===== config.mk =====
export PLATFORM = sky130hd
export DESIGN_NAME = fflags_accum_ram_flat
export DESIGN_NICKNAME = d
export VERILOG_FILES = /design/src/rtl/fflags_accum_ram_pkg.sv /design/src/rtl/fflags_accum_ram_if.sv /design/src/rtl/fflags_accum_ram_wport_merge.sv /design/src/rtl/fflags_accum_ram.sv /design/src/flat_wrapper.sv
export SDC_FILE = /design/constraint.sdc
export NUM_CORES = 1
export LEC_CHECK = 0
export ABC_AREA = 1
export BUFFER_PORTS_ARGS = -buffer_cell sky130_fd_sc_hd__buf_2
export CAP_MARGIN = 20
export CELL_PAD_IN_SITES_DETAIL_PLACEMENT = 0
export CELL_PAD_IN_SITES_GLOBAL_PLACEMENT = 1
export CORE_MARGIN = 10
export CORE_UTILIZATION = 42
export DETAILED_ROUTE_END_ITERATION = 8
export GPL_ROUTABILITY_DRIVEN = 0
export GPL_TIMING_DRIVEN = 0
export PLACE_DENSITY = 0.91
export SLEW_MARGIN = 5
export SYNTH_ARGS = -nofsm -noshare
export SYNTH_HDL_FRONTEND = slang
export SYNTH_SLANG_ARGS = --single-unit

===== constraint.sdc =====
create_clock -name clock -period 2.26 [get_ports clock]
set_input_delay 0.113 -clock clock [delete_from_list [all_inputs] [get_ports clock]]
set_output_delay 0.113 -clock clock [all_outputs]
set_load 0.005 [all_outputs]

===== src/rtl/fflags_accum_ram_pkg.sv =====
// Shared constants, write-mode encoding and address helper for the fflags array.
package fflags_ram_pkg;

    localparam int DEPTH_DEF = 5;
    localparam int WIDTH_DEF = 5;

    typedef enum logic {
        WR_OVERWRITE = 1'b0,
        WR_ACCUM     = 1'b1
    } wr_mode_e;

    // True when a zero-extended address selects an existing entry.
    function automatic logic addr_in_range(input logic [31:0] addr, input int unsigned depth);
        logic ok_s;
        if (addr < depth) begin
            ok_s = 1'b1;
        end else begin
            ok_s = 1'b0;
        end
        return ok_s;
    endfunction

endpackage


===== src/rtl/fflags_accum_ram_if.sv =====
// Write/clear/read bundle between the FP pipes, commit and the flag array.
interface fflags_accum_ram_if #(
    parameter int NUM_WPORTS = 2,
    parameter int ADDR_W     = 3,
    parameter int WIDTH      = 5
);
    logic [NUM_WPORTS-1:0]        w_en;
    logic [NUM_WPORTS*ADDR_W-1:0] w_addr;
    logic [NUM_WPORTS-1:0]        w_acc;
    logic [NUM_WPORTS*WIDTH-1:0]  w_data;
    logic                         clr_en;
    logic [ADDR_W-1:0]            clr_addr;
    logic                         r_en;
    logic [ADDR_W-1:0]            r_addr;
    logic [WIDTH-1:0]             r_data;
    logic                         r_valid;
    logic [WIDTH-1:0]             acc_flags;

    modport master (
        output w_en, w_addr, w_acc, w_data, clr_en, clr_addr, r_en, r_addr,
        input  r_data, r_valid, acc_flags
    );

    modport slave (
        input  w_en, w_addr, w_acc, w_data, clr_en, clr_addr, r_en, r_addr,
        output r_data, r_valid, acc_flags
    );
endinterface


===== src/rtl/fflags_accum_ram_wport_merge.sv =====
// Per-entry next-state resolver: highest-index overwrite wins, accumulates OR on top.
module fflags_wport_merge
    import fflags_ram_pkg::*;
#(
    parameter int WIDTH      = 5,
    parameter int NUM_WPORTS = 2
) (
    input  logic [NUM_WPORTS-1:0]       hit,
    input  logic [NUM_WPORTS-1:0]       acc,
    input  logic [NUM_WPORTS*WIDTH-1:0] wdata,
    input  logic [WIDTH-1:0]            cur_data,
    input  logic                        cur_valid,
    input  logic                        clr_hit,
    output logic [WIDTH-1:0]            next_data,
    output logic                        next_valid
);

    // Base value: stale/cleared content starts from zero, overwrites replace it; then OR in accumulates.
    always_comb begin
        next_data = {WIDTH{1'b0}};
        if (clr_hit || !cur_valid) begin
            next_data = {WIDTH{1'b0}};
        end else begin
            next_data = cur_data;
        end
        for (int p = 0; p < NUM_WPORTS; p++) begin
            if (hit[p] && (wr_mode_e'(acc[p]) == WR_OVERWRITE)) begin
                next_data = wdata[p*WIDTH +: WIDTH];
            end else begin
                next_data = next_data;
            end
        end
        for (int p = 0; p < NUM_WPORTS; p++) begin
            if (hit[p] && (wr_mode_e'(acc[p]) == WR_ACCUM)) begin
                next_data = next_data | wdata[p*WIDTH +: WIDTH];
            end else begin
                next_data = next_data;
            end
        end
    end

    // Any write validates the entry and beats a same-cycle clear.
    always_comb begin
        next_valid = 1'b0;
        if (|hit) begin
            next_valid = 1'b1;
        end else if (clr_hit) begin
            next_valid = 1'b0;
        end else begin
            next_valid = cur_valid;
        end
    end

endmodule


===== src/rtl/fflags_accum_ram.sv =====
// Sticky FP exception flag array per ROB slot: multi-port write/accumulate, one read, OR summary.
module fflags_accum_ram
    import fflags_ram_pkg::*;
#(
    parameter int DEPTH      = DEPTH_DEF,
    parameter int WIDTH      = WIDTH_DEF,
    parameter int NUM_WPORTS = 2,
    parameter int REG_READ   = 1
) (
    input  logic              clock,
    input  logic              reset,
    fflags_accum_ram_if.slave bus
);

    localparam int ADDR_W = $clog2(DEPTH);

    logic [WIDTH-1:0]      data_r      [DEPTH];
    logic [DEPTH-1:0]      valid_r;
    logic [WIDTH-1:0]      next_data_s [DEPTH];
    logic [DEPTH-1:0]      next_valid_s;
    logic [WIDTH-1:0]      rd_data_s;
    logic                  rd_valid_s;
    logic [WIDTH-1:0]      acc_s;
    logic [WIDTH-1:0]      acc_r;

    for (genvar e = 0; e < DEPTH; e++) begin : g_entry
        localparam logic [ADDR_W-1:0] E_ADDR = ADDR_W'(e);
        logic [NUM_WPORTS-1:0] hit_s;
        logic                  clr_hit_s;

        // Decode which ports and whether the clear target this entry; out-of-range never matches.
        always_comb begin
            hit_s = {NUM_WPORTS{1'b0}};
            for (int p = 0; p < NUM_WPORTS; p++) begin
                if (bus.w_en[p] && (bus.w_addr[p*ADDR_W +: ADDR_W] == E_ADDR)
                    && addr_in_range(32'(bus.w_addr[p*ADDR_W +: ADDR_W]), DEPTH)) begin
                    hit_s[p] = 1'b1;
                end else begin
                    hit_s[p] = 1'b0;
                end
            end
            if (bus.clr_en && (bus.clr_addr == E_ADDR) && addr_in_range(32'(bus.clr_addr), DEPTH)) begin
                clr_hit_s = 1'b1;
            end else begin
                clr_hit_s = 1'b0;
            end
        end

        fflags_wport_merge #(
            .WIDTH      (WIDTH),
            .NUM_WPORTS (NUM_WPORTS)
        ) u_merge (
            .hit        (hit_s),
            .acc        (bus.w_acc),
            .wdata      (bus.w_data),
            .cur_data   (data_r[e]),
            .cur_valid  (valid_r[e]),
            .clr_hit    (clr_hit_s),
            .next_data  (next_data_s[e]),
            .next_valid (next_valid_s[e])
        );

        // Data storage is not reset; invalid entries are always masked on every output.
        always_ff @(posedge clock) begin
            data_r[e] <= next_data_s[e];
        end
    end

    // Valid bits: reset overrides every same-cycle write and clear.
    always_ff @(posedge clock) begin
        if (reset) begin
            valid_r <= {DEPTH{1'b0}};
        end else begin
            valid_r <= next_valid_s;
        end
    end

    // Read-first lookup from current state, masked by valid, idle and range.
    always_comb begin
        rd_data_s  = {WIDTH{1'b0}};
        rd_valid_s = 1'b0;
        for (int e = 0; e < DEPTH; e++) begin
            if (bus.r_en && (bus.r_addr == ADDR_W'(e))) begin
                rd_valid_s = valid_r[e];
                rd_data_s  = valid_r[e] ? data_r[e] : {WIDTH{1'b0}};
            end else begin
                rd_valid_s = rd_valid_s;
            end
        end
    end

    if (REG_READ != 0) begin : g_reg_read
        logic [WIDTH-1:0] r_data_r;
        logic             r_valid_r;

        // Registered read port, one cycle after r_en.
        always_ff @(posedge clock) begin
            if (reset) begin
                r_data_r  <= {WIDTH{1'b0}};
                r_valid_r <= 1'b0;
            end else begin
                r_data_r  <= rd_data_s;
                r_valid_r <= rd_valid_s;
            end
        end
        assign bus.r_data  = r_data_r;
        assign bus.r_valid = r_valid_r;
    end else begin : g_comb_read
        assign bus.r_data  = rd_data_s;
        assign bus.r_valid = rd_valid_s;
    end

    // OR of all valid entries from current state.
    always_comb begin
        acc_s = {WIDTH{1'b0}};
        for (int e = 0; e < DEPTH; e++) begin
            if (valid_r[e]) begin
                acc_s = acc_s | data_r[e];
            end else begin
                acc_s = acc_s;
            end
        end
    end

    // Summary register, one cycle behind the array state.
    always_ff @(posedge clock) begin
        if (reset) begin
            acc_r <= {WIDTH{1'b0}};
        end else begin
            acc_r <= acc_s;
        end
    end

    assign bus.acc_flags = acc_r;

endmodule


===== src/flat_wrapper.sv =====
// flat-port wrapper written by rule: the top's interface ports become plain ports
module fflags_accum_ram_flat import fflags_ram_pkg::*;
#(
    parameter int DEPTH      = DEPTH_DEF,
    parameter int WIDTH      = WIDTH_DEF,
    parameter int NUM_WPORTS = 2,
    parameter int REG_READ   = 1
)
  (clock, reset, bus_w_en, bus_w_addr, bus_w_acc, bus_w_data, bus_clr_en, bus_clr_addr, bus_r_en, bus_r_addr, bus_r_data, bus_r_valid, bus_acc_flags);
  fflags_accum_ram_if #(.NUM_WPORTS(NUM_WPORTS), .ADDR_W((3)), .WIDTH(WIDTH)) bus_i ();
  input  logic clock;
  input  logic reset;
  input wire logic [$bits(bus_i.w_en)-1:0] bus_w_en;
  input wire logic [$bits(bus_i.w_addr)-1:0] bus_w_addr;
  input wire logic [$bits(bus_i.w_acc)-1:0] bus_w_acc;
  input wire logic [$bits(bus_i.w_data)-1:0] bus_w_data;
  input wire logic [$bits(bus_i.clr_en)-1:0] bus_clr_en;
  input wire logic [$bits(bus_i.clr_addr)-1:0] bus_clr_addr;
  input wire logic [$bits(bus_i.r_en)-1:0] bus_r_en;
  input wire logic [$bits(bus_i.r_addr)-1:0] bus_r_addr;
  output wire logic [$bits(bus_i.r_data)-1:0] bus_r_data;
  output wire logic [$bits(bus_i.r_valid)-1:0] bus_r_valid;
  output wire logic [$bits(bus_i.acc_flags)-1:0] bus_acc_flags;
  assign bus_i.w_en = bus_w_en;
  assign bus_i.w_addr = bus_w_addr;
  assign bus_i.w_acc = bus_w_acc;
  assign bus_i.w_data = bus_w_data;
  assign bus_i.clr_en = bus_clr_en;
  assign bus_i.clr_addr = bus_clr_addr;
  assign bus_i.r_en = bus_r_en;
  assign bus_i.r_addr = bus_r_addr;
  assign bus_r_data = bus_i.r_data;
  assign bus_r_valid = bus_i.r_valid;
  assign bus_acc_flags = bus_i.acc_flags;
  fflags_accum_ram #(.DEPTH(DEPTH), .WIDTH(WIDTH), .NUM_WPORTS(NUM_WPORTS), .REG_READ(REG_READ)) u_core (.clock(clock), .reset(reset), .bus(bus_i));
endmodule

==> reports/metrics.cfg, run 1 <==
[logic_synthesis]
ys_top_cells_by_area = dfxtp_1, nand2_1, nand3_1
ys_types = 23
yosys.area.top_type = dfxtp_1
ys.flop_type = dfxtp_1
yosysWarnings = 0
synth_top_area_share_pct = 31.10
synthCells = 451
yosysMostFrequentCell = nand2_1
syn-num-nets = 481
synthArstFlopShare_pct = 0
yosysSeqAreaShare_pct = 31.10
synth_commonest_cells = nand2_1, nand3_1, inv_1, nor2_1, dfxtp_1
syn_area_per_cell_um2 = 5.851
ys_ff_latch = 41
netlist_area_um2 = 2639
synth_edf_count = 0

[clock_network]
cts-resized-gates = 0
clock_sinks = 41
post_cts_buffers = 0
cts_tree = yes
root_buffer = clkbuf_8
path_clk_slew_ns = 0.08
max-clock-path-buffers = 2
insertion_delay_ns = 0.29
cts_max_level = 2
cts_hold_buf = 0
numCtsBuffers = 5

[floorplan]
rows = 28
fp.dieArea_um2 = 9854
ioPinCount = 41
core-area_um2 = 6026
die_y_um = 99.27
initial_core_util_pct = 43.79
die_x_um = 99.27

[grt]
grt_pass1_vias = 2737
grt_max_degree = 13
grt_use_total_pct = 16.78
overflow = 0
busiest_layer = met2
gr-usage-met3_pct = 3.529
grtUsageMet2_pct = 24.85
antenna_found_initial = 0
grt_pass1_wl_um = 13650
met1_usage_pct = 22.79

[worst_setup_path]
cp.arrival_ns = 1.55
rrSetupSlack_ns = 0.95
r2r_start = u_core.valid_r[3]
r2r_cells = 5
startpoint = u_core.valid_r[3]
path_class = flop to flop
cp-endpoint = u_core.bus.r_data[0]
critPathMaxFanout = 10
reg2reg_to = u_core.bus.r_data[0]
critPathMaxStageDelay_ns = 0.35
path_delay_family = flip-flops
cp.depth = 5
crit_buf_inv = 1
cpMaxStageDelayCell = dfxtp_1
start_kind = flop
endpoint_kind = flop
cpMostUsedCell = nor2_1
worstPathRequired_ns = 2.50
path_cells = clkbuf_1, nand2_1, o21ai_0, nor2_1, nor2_1

[power_and_ir_drop]
p_comb_share_pct = 15.0
power_density_nw_per_um2 = 501.2
p_switching_w = 0.0004219
p_leak_nw = 1.678
p_int_w = 0.001096
clkPwrFrac_pct = 34.3
vdd_drop_max_mv = 0.2735
pwr-share-seq_pct = 50.7
total_power_w = 0.001518
swShare_pct = 27.79

[routing]
routed_wl_um = 8586
route.detailed.drc = 0
avgViaCountPerCell = 5.279
drtAntennaViolNets = 0
wl_per_cell_um = 14.98
firstDrtPassIters = 4
drt_iter0_drc = 231
vias = 3025

[layout]
nNetsFinal = 527
syn_to_final_growth_pct = 14.79
fillers = 656
drive_gt1_share_pct = 14.06
antenna_cells = 0
final_core_util_pct = 50.27

[timing]
finalSetupTns_ns = 0
clock_skew_ns = 0.01000
hold_violations = 0
drv_slew = 0
setup_viol = 0
post-route-period-util_pct = 58.02
fmax_mhz = 762.6
worst_pin_slew_ns = 0.5755
post-route-min-period_ns = 1.311
slew_headroom_pct = 61.63
rsz0062_at_grt = no

[placed_design]
portBuffers = 39
dp.final_hpwl_um = 6827

[job]
drv_cap = 0

[worst_hold_path]
min-delay-start = bus_w_data[3]
hp-class = input pin to flop

[outcome]
status = completed

metrics by stage:
stage               hold slack (ns)  cells  area [um2]  worst slack [ns]
floorplan                    0.2347    451        2639             1.241
global placement             0.4293    565        2928            0.9907
detailed placement           0.4290    565        2928            0.9781
CTS                          0.1236    573        3029            0.9947
global route                 0.1458    573        3029            0.8005
finish                       0.1269    573        3029            0.9487
power by group through the flow:
| stage | Sequential (W) | Combinational (W) | Clock, W |
|---|---|---|---|
| 3_5_place_dp | 0.000786 | 0.000223 | 0 |
| 6_report | 0.000769 | 0.000228 | 0.000521 |
| 5_1_grt | 0.000772 | 0.000252 | 0.000549 |
| 3_3_place_gp | 0.000785 | 0.000221 | 0 |
| 4_1_cts | 0.000769 | 0.000224 | 0.000528 |
| 2_1_floorplan | 0.000781 | 0.000126 | 0 |
worst min-delay path by stage:
stage | end | slack (ns) | depth (start not counted)
6_report | u_core.data_r[0][13] | 0.13 | 5
5_1_grt | u_core.data_r[0][8] | 0.15 | 3
4_1_cts | u_core.data_r[0][8] | 0.12 | 3
3_5_place_dp | u_core.data_r[0][8] | 0.43 | 3
3_3_place_gp | u_core.data_r[0][8] | 0.43 | 3
2_1_floorplan | u_core.data_r[0][5] | 0.23 | 2
kinds of logic after synthesis:
kind of cell           share of synthesized area (%)
AND/OR/NAND/NOR                                52.30
AO/OA/AOI/OAI                                  6.686
flip-flops                                     31.10
buffers and inverters                          9.910
worst register-to-register path, cell delays in order (launching register included):
cell and delay, ns:
dfxtp_1 0.35, clkbuf_1 0.34, nand2_1 0.17, o21ai_0 0.22
nor2_1 0.09, nor2_1 0.09
state kept, by name, summed over array words and instances, names as in the netlist:
signal	count
u_core.bus.r_valid	1
u_core.valid_r	5
u_core.bus.r_data	5
u_core.data_r	25
u_core.bus.acc_flags	5
cells in the final DEF (no fill, tap or decap), drive strengths merged, types with 11 or more instances in the layout:
master and n:
o21ai 13, buf 43, clkbuf 12, nand4 15
dfxtp 41, nand3 77, nand2 161, a21oi 11
nor2 54, inv 58
final cells by class:
cell class / instances / area (um2) / share of cell area [%]
clock inverters: 1 / 5.005 / 0.1652
multi-input cells: 343 / 1556 / 51.38
repair buffers: 39 / 195.2 / 6.444
plain buffers: 9 / 43.79 / 1.446
flip-flops and latches: 41 / 820.8 / 27.10
well taps: 75 / 93.84 / 3.098
clock buffers: 7 / 96.34 / 3.180
inverters: 58 / 217.7 / 7.187
per-layer routing:
layer	share of wire (%)	vias to the layer above
li1	-	1535
met1	48	1329
met2	42	145
met3	7.6	16
met4	2.6	0
met5	0	-
(Power assumes the default switching activity.)
==> run 2: changes to the inputs <==
Settings changed: ABC_AREA 1 to 0, CORE_UTILIZATION 42 to 37, PLACE_DENSITY 0.91 to 0.8.
Clock period 2.26 ns to 1.2 ns, I/O delays scaled along.
==> run 2 against run 1 <==
The flow now finishes with violations (negative setup slack). Critical endpoint is now u_core.bus.r_data[2]. Sequential power up 90%. Core utilization up 1.4 points. First-iteration DRC count down 45%. Synthesized cell count down 50%. Hold slack worse by 0.076 ns. Maximum frequency up 5.1%. Register-to-register slack worse by 1.0 ns.
==> reports/metrics.cfg, run 2 <==
[outcome]
status = finished, violations left
violations = negative setup slack

[routing]
firstDrtPassIters = 4  ; unchanged
routed_wl_um = 6803  ; -21%
drtAntennaViolNets = 0  ; unchanged
vias = 2144  ; -29%
drt_iter0_drc = 126  ; -45%
route.detailed.drc = 0  ; unchanged
avgViaCountPerCell = 6.143  ; +16%
wl_per_cell_um = 19.49  ; +30%

[floorplan]
rows = 26  ; -7.1%
initial_core_util_pct = 38.96  ; -4.8 points
ioPinCount = 41  ; unchanged
fp.dieArea_um2 = 8886  ; -9.8%
die_x_um = 94.27  ; -5.0%
core-area_um2 = 5238  ; -13%
die_y_um = 94.27  ; -5.0%

[layout]
largest_reg_flops = 25  ; unchanged
finalInstanceArea_um2 = 2705  ; -11%
antenna_cells = 0  ; unchanged
drive_gt1_share_pct = 32.97  ; +19 points
top_register = u_core.data_r
nNetsFinal = 308  ; -42%
syn_to_final_growth_pct = 32.56
final_cell_mix = buf_2, dfxtp_1, a221o_1

[logic_synthesis]
yosys.area.top_type = dfxtp_1
yosysSeqAreaShare_pct = 40.22  ; +9.1 points
synth_top_area_share_pct = 40.22  ; +9.1 points
netlist_area_um2 = 2041  ; -23%
ys.flop_type = dfxtp_1
ys_ff_latch = 41  ; unchanged
synth_edf_count = 0  ; unchanged
yosysWarnings = 0  ; unchanged
yosysMostFrequentCell = dfxtp_1
synthArstFlopShare_pct = 0  ; unchanged
syn-num-nets = 256  ; -47%
synth_commonest_cells = dfxtp_1, a221o_1, nand2_1, nor2_1
ys_types = 33  ; +43%
ys_top_cells_by_area = dfxtp_1, a221o_1, and2_1
synthCells = 226  ; -50%
syn_area_per_cell_um2 = 9.030  ; +54%

[clock_network]
clock_sinks = 41  ; unchanged
max-clock-path-buffers = 2  ; unchanged
cts_hold_buf = 0  ; unchanged
root_buffer = clkbuf_8
cts_max_level = 2  ; unchanged
path_clk_slew_ns = 0.08  ; about the same
cts_tree = yes
numCtsBuffers = 5  ; unchanged
insertion_delay_ns = 0.29  ; about the same

[grt]
overflow = 0  ; unchanged
grt_max_degree = 13  ; unchanged
antenna_found_initial = 0  ; unchanged
grt_use_total_pct = 14.85  ; -1.9 points
grt_pass1_wl_um = 10540  ; -23%
grt_pass1_vias = 2030  ; -26%

[timing]
rsz0062_at_grt = yes
worst_slack_ns = -0.04815  ; -0.9969 ns
post-route-period-util_pct = 104.0  ; +46 points
setup_viol = 3  ; +3
hold_violations = 0  ; unchanged
worst_pin_slew_ns = 0.6022  ; +0.02674 ns
slew_headroom_pct = 59.85  ; -1.8 points
clock_skew_ns = 0.003036  ; -0.006966 ns
drv_slew = 0  ; unchanged
fmax_mhz = 801.2  ; +5.1%
post-route-min-period_ns = 1.248  ; -0.06314 ns

[job]
drv_cap = 0  ; unchanged

[worst_setup_path]
worstPathRequired_ns = 1.41  ; -1.09 ns
cp.arrival_ns = 1.45  ; -0.10 ns
cpMaxStageDelayCell = dfxtp_2
critPathMaxFanout = 6  ; -4
path_cells = buf_8, a21oi_2, nor3_1, o221ai_1, a221oi_2
path_class = flop to flop
endpoint_kind = flop
start_kind = flop
critPathMaxStageDelay_ns = 0.36  ; about the same

[placed_design]
dp_slack_ns = -0.3642  ; -1.342 ns
dpl_cell_area_um2 = 2337  ; -20%
dp.final_hpwl_um = 4870  ; -29%
portBuffers = 38  ; -2.6%

[power_and_ir_drop]
p_leak_nw = 1.021  ; -39%
power_density_nw_per_um2 = 1123  ; +120%
total_power_w = 0.003039  ; +100%
vdd_drop_max_mv = 0.5357  ; +96%

[worst_hold_path]
hp-class = input pin to flop

==> run 2: cell types whose count changed in the layout (fill, tap and decap cells not counted), moves of 15 or more <==
cell / change
a221o_1: +25
nand2_1: -137
nand4_1: -15
inv_1: -53
and2_1: +15
nand3_1: -76
nor2_1: -29
==> run 2: stage by stage <==
stage               util, %  cells  setup TNS (ns)  hold slack (ns)
detailed placement    44.62    334          -8.412           0.3516
floorplan                 -    226         -0.3594           0.1978
CTS                   48.66    346         -0.4292          0.03950
finish                51.65    349        -0.08660          0.05100
global route          51.65    349         -0.3498          0.05711
global placement      44.62    334          -8.206           0.3440
==> run 2: worst paths after layout <==
path	start	to	slack (ns)	cells past startpoint
worst min register to register	u_core.data_r[0][16]	u_core.bus.r_data[1]	0.53	2
worst max register to register	u_core.valid_r[0]	u_core.bus.r_data[2]	-0.05	5
worst max-delay path	u_core.valid_r[0]	u_core.bus.r_data[2]	-0.05	5
worst min-delay path	bus_w_data[5]	u_core.data_r[0][20]	0.05	2
==> run 2: worst max-delay path: cells and delay by family, from the launching register on <==
kind                   cells  cell delay, ns
AOI/OAI and AO/OA          3            0.50
buffers and inverters      1            0.12
DFF                        1            0.36
and+or+nand+nor            1            0.19
==> run 2: kinds of logic after synthesis <==
logic type | Yosys count | synth area share, %
AO/OA/AOI/OAI | 76 | 29.37
buffers and inverters | 14 | 2.636
flip-flops | 41 | 40.22
AND/OR/NAND/NOR | 95 | 27.77
==> run 2: repair_timing <==
item | in CTS | in global routing
gates cloned | 1 | 1
resized for setup | 19 | 36
setup endpoints to repair | 27 | 28
pin swaps | 11 | 8
setup buffers | 4 | 2
endpoints found under the hold margin | 0 | 0
==> run 2: cell type report <==
class / count / area, um2
sequential: 41 / 830.8
clock buffer: 7 / 86.33
buffer: 10 / 68.82
clock inverter: 1 / 30.03
fill: 490 / 2532
inverter: 3 / 11.26
tap: 70 / 87.58
multi-input combinational: 171 / 1328
timing repair buffer: 46 / 262.8
==> run 2: per-layer routing <==
layer | wire length, um | share of wire (%) | global-route usage [%] | vias up
met3 | 420 | 6.2 | 2.478 | 14
met1 | 3062 | 45 | 19.14 | 1026
met4 | 153 | 2.2 | 6.709 | 0
met5 | 0 | 0 | 0 | -
met2 | 3165 | 47 | 23.46 | 99
li1 | - | - | - | 1005
==> run 2: where the power goes <==
group	switching, W	total (W)	internal, W
Sequential	0.0000478	0.00146	0.00141
Combinational	0.000239	0.000420	0.000181
Clock	0.000483	0.00116	0.000679
==> run 3: changes to the inputs <==
Settings changed: CORE_ASPECT_RATIO set to 1.25, GPL_TIMING_DRIVEN 0 to not set.
==> run 3 against run 2 <==
The flow now finishes without violations. Non-clock buffer count increased by 32. Clock skew rose by 0.0037 ns. Setup slack gained 0.098 ns.
==> reports/metrics.cfg, run 3 (synthesis gave the netlist of run 2 again) <==
[outcome]
status = completed

[timing]
fmax_mhz = 869.5  ; +8.5%
drv_slew = 0  ; unchanged
clock_skew_ns = 0.006759  ; +0.003723 ns
post-route-min-period_ns = 1.150  ; -0.09802 ns
hold_violations = 0  ; unchanged
slew_headroom_pct = 71.60  ; +12 points
post-route-period-util_pct = 95.84  ; -8.2 points
setup_viol = 0  ; -3
worst_pin_slew_ns = 0.4260  ; -0.1762 ns

[routing]
avgViaCountPerCell = 5.757  ; -6.3%
drt_iter0_drc = 173  ; +37%
vias = 2153  ; +0.42%
routed_wl_um = 6570  ; -3.4%
route.detailed.drc = 0  ; unchanged
top_layer = met4
wirelength_met1_um = 2859  ; -6.6%
wl_met3_um = 367  ; -13%
firstDrtPassIters = 4  ; unchanged
dr_wl_met2_um = 3259  ; +3.0%
wl_per_cell_um = 17.57  ; -9.9%
drtAntennaViolNets = 0  ; unchanged

[layout]
nNetsFinal = 340  ; +10%
drive_gt1_share_pct = 35.48  ; +2.5 points
final_cell_mix = buf_4, buf_2, dfxtp_1
fillers = 530  ; +8.2%
syn_to_final_growth_pct = 37.34
final_core_util_pct = 51.85  ; +0.20 points
final_common_cell = buf_4
largest_reg_flops = 25  ; unchanged
top_register = u_core.data_r
antenna_cells = 0  ; unchanged

[power_and_ir_drop]
total_power_w = 0.002962  ; -2.5%
p_leak_nw = 1.166  ; +14%
power_density_nw_per_um2 = 1057  ; -5.9%
vdd_drop_max_mv = 0.4285  ; -20%

[clock_network]
cts_tree = yes
clock_sinks = 41  ; unchanged
max-clock-path-buffers = 2  ; unchanged
path_clk_slew_ns = 0.08  ; about the same
root_buffer = clkbuf_8
insertion_delay_ns = 0.29  ; about the same
cts_max_level = 2  ; unchanged
numCtsBuffers = 5  ; unchanged
post_cts_buffers = 0  ; -4
cts_hold_buf = 0  ; unchanged

[worst_hold_path]
hp-class = input pin to flop

[floorplan]
ioPinCount = 41  ; unchanged
fp.dieArea_um2 = 8904  ; +0.21%
rows = 30  ; +15%
core-area_um2 = 5405  ; +3.2%
initial_core_util_pct = 37.75  ; -1.2 points
die_y_um = 103.0  ; +9.3%
die_x_um = 86.43  ; -8.3%

[grt]
grt_pass1_wl_um = 10450  ; -0.92%
grt_max_degree = 18  ; +5
overflow = 0  ; unchanged
grt_pass1_vias = 2112  ; +4.0%
antenna_found_initial = 0  ; unchanged
grt_use_total_pct = 14.48  ; -0.37 points

[worst_setup_path]
endpoint_kind = flop
path_class = flop to flop
critPathMaxFanout = 8  ; +2
cp.arrival_ns = 1.35  ; -0.10 ns
worstPathRequired_ns = 1.40  ; about the same
start_kind = flop

[placed_design]
portBuffers = 40  ; +5.3%
dp.final_hpwl_um = 5258  ; +8.0%

[job]
drv_cap = 0  ; unchanged

==> run 3: repair_timing <==
item | CTS | global route
gates cloned | 0 | 0
pin swaps | 1 | 5
gates resized for setup | 3 | 10
setup endpoints to repair | 11 | 6
==> run 3: area by class of cell <==
cell class                 instances  area, um2  share of cell area (%)
clock buffer                       5      68.82                   2.455
clock inverter                     2      35.03                   1.250
inverter                           3      11.26                  0.4018
multi-input combinational        171       1217                   43.44
sequential                        41      829.5                   29.60
tap                               64      80.08                   2.857
timing repair buffer              88      560.5                   20.00
==> run 3: per-stage QoR <==
step	setup WS, ns	TNS (ns)	std cells	area, um2	hold slack [ns]
6_report	0.04987	0	374	2803	0.06081
3_3_place_gp	-0.2039	-3.479	367	2655	0.3477
3_5_place_dp	-0.2247	-4.006	367	2655	0.3538
5_1_grt	-0.01177	-0.01197	374	2803	0.06329
4_1_cts	0.002274	0	374	2768	0.05136
2_1_floorplan	-0.07189	-0.3594	226	2059	0.1978
==> run 3: final timing paths <==
| path | cells after the start | slack, ns | endpoint | from |
|---|---|---|---|---|
| max | 4 | 0.05 | u_core.bus.r_data[4] | u_core.valid_r[1] |
| min | 2 | 0.06 | u_core.data_r[0][23] | bus_w_data[8] |
| max reg2reg | 4 | 0.05 | u_core.bus.r_data[4] | u_core.valid_r[1] |
| min reg2reg | 2 | 0.52 | u_core.bus.r_data[2] | u_core.data_r[0][17] |
==> run 3: per-layer routing <==
| layer | track usage (%) | up-vias |
|---|---|---|
| met3 | 2.609 | 8 |
| li1 | - | 1073 |
| met1 | 17.95 | 1006 |
| met4 | 5.119 | 0 |
| met2 | 24.40 | 66 |
| met5 | 0 | - |
==> run 3: report_power, final <==
group          total (W)  internal (W)  leakage (nW)  switching (W)
Sequential       0.00145       0.00141         0.335      0.0000433
Clock            0.00107      0.000605        0.0540       0.000468
Combinational   0.000437      0.000213         0.777       0.000224
==> run 3: worst max-delay path, cell delays in order (launching register included) <==
cell      delay [ns]
dfxtp_4         0.40
nand4b_1        0.11
a21oi_1         0.16
o221ai_1        0.14
a221oi_2        0.25
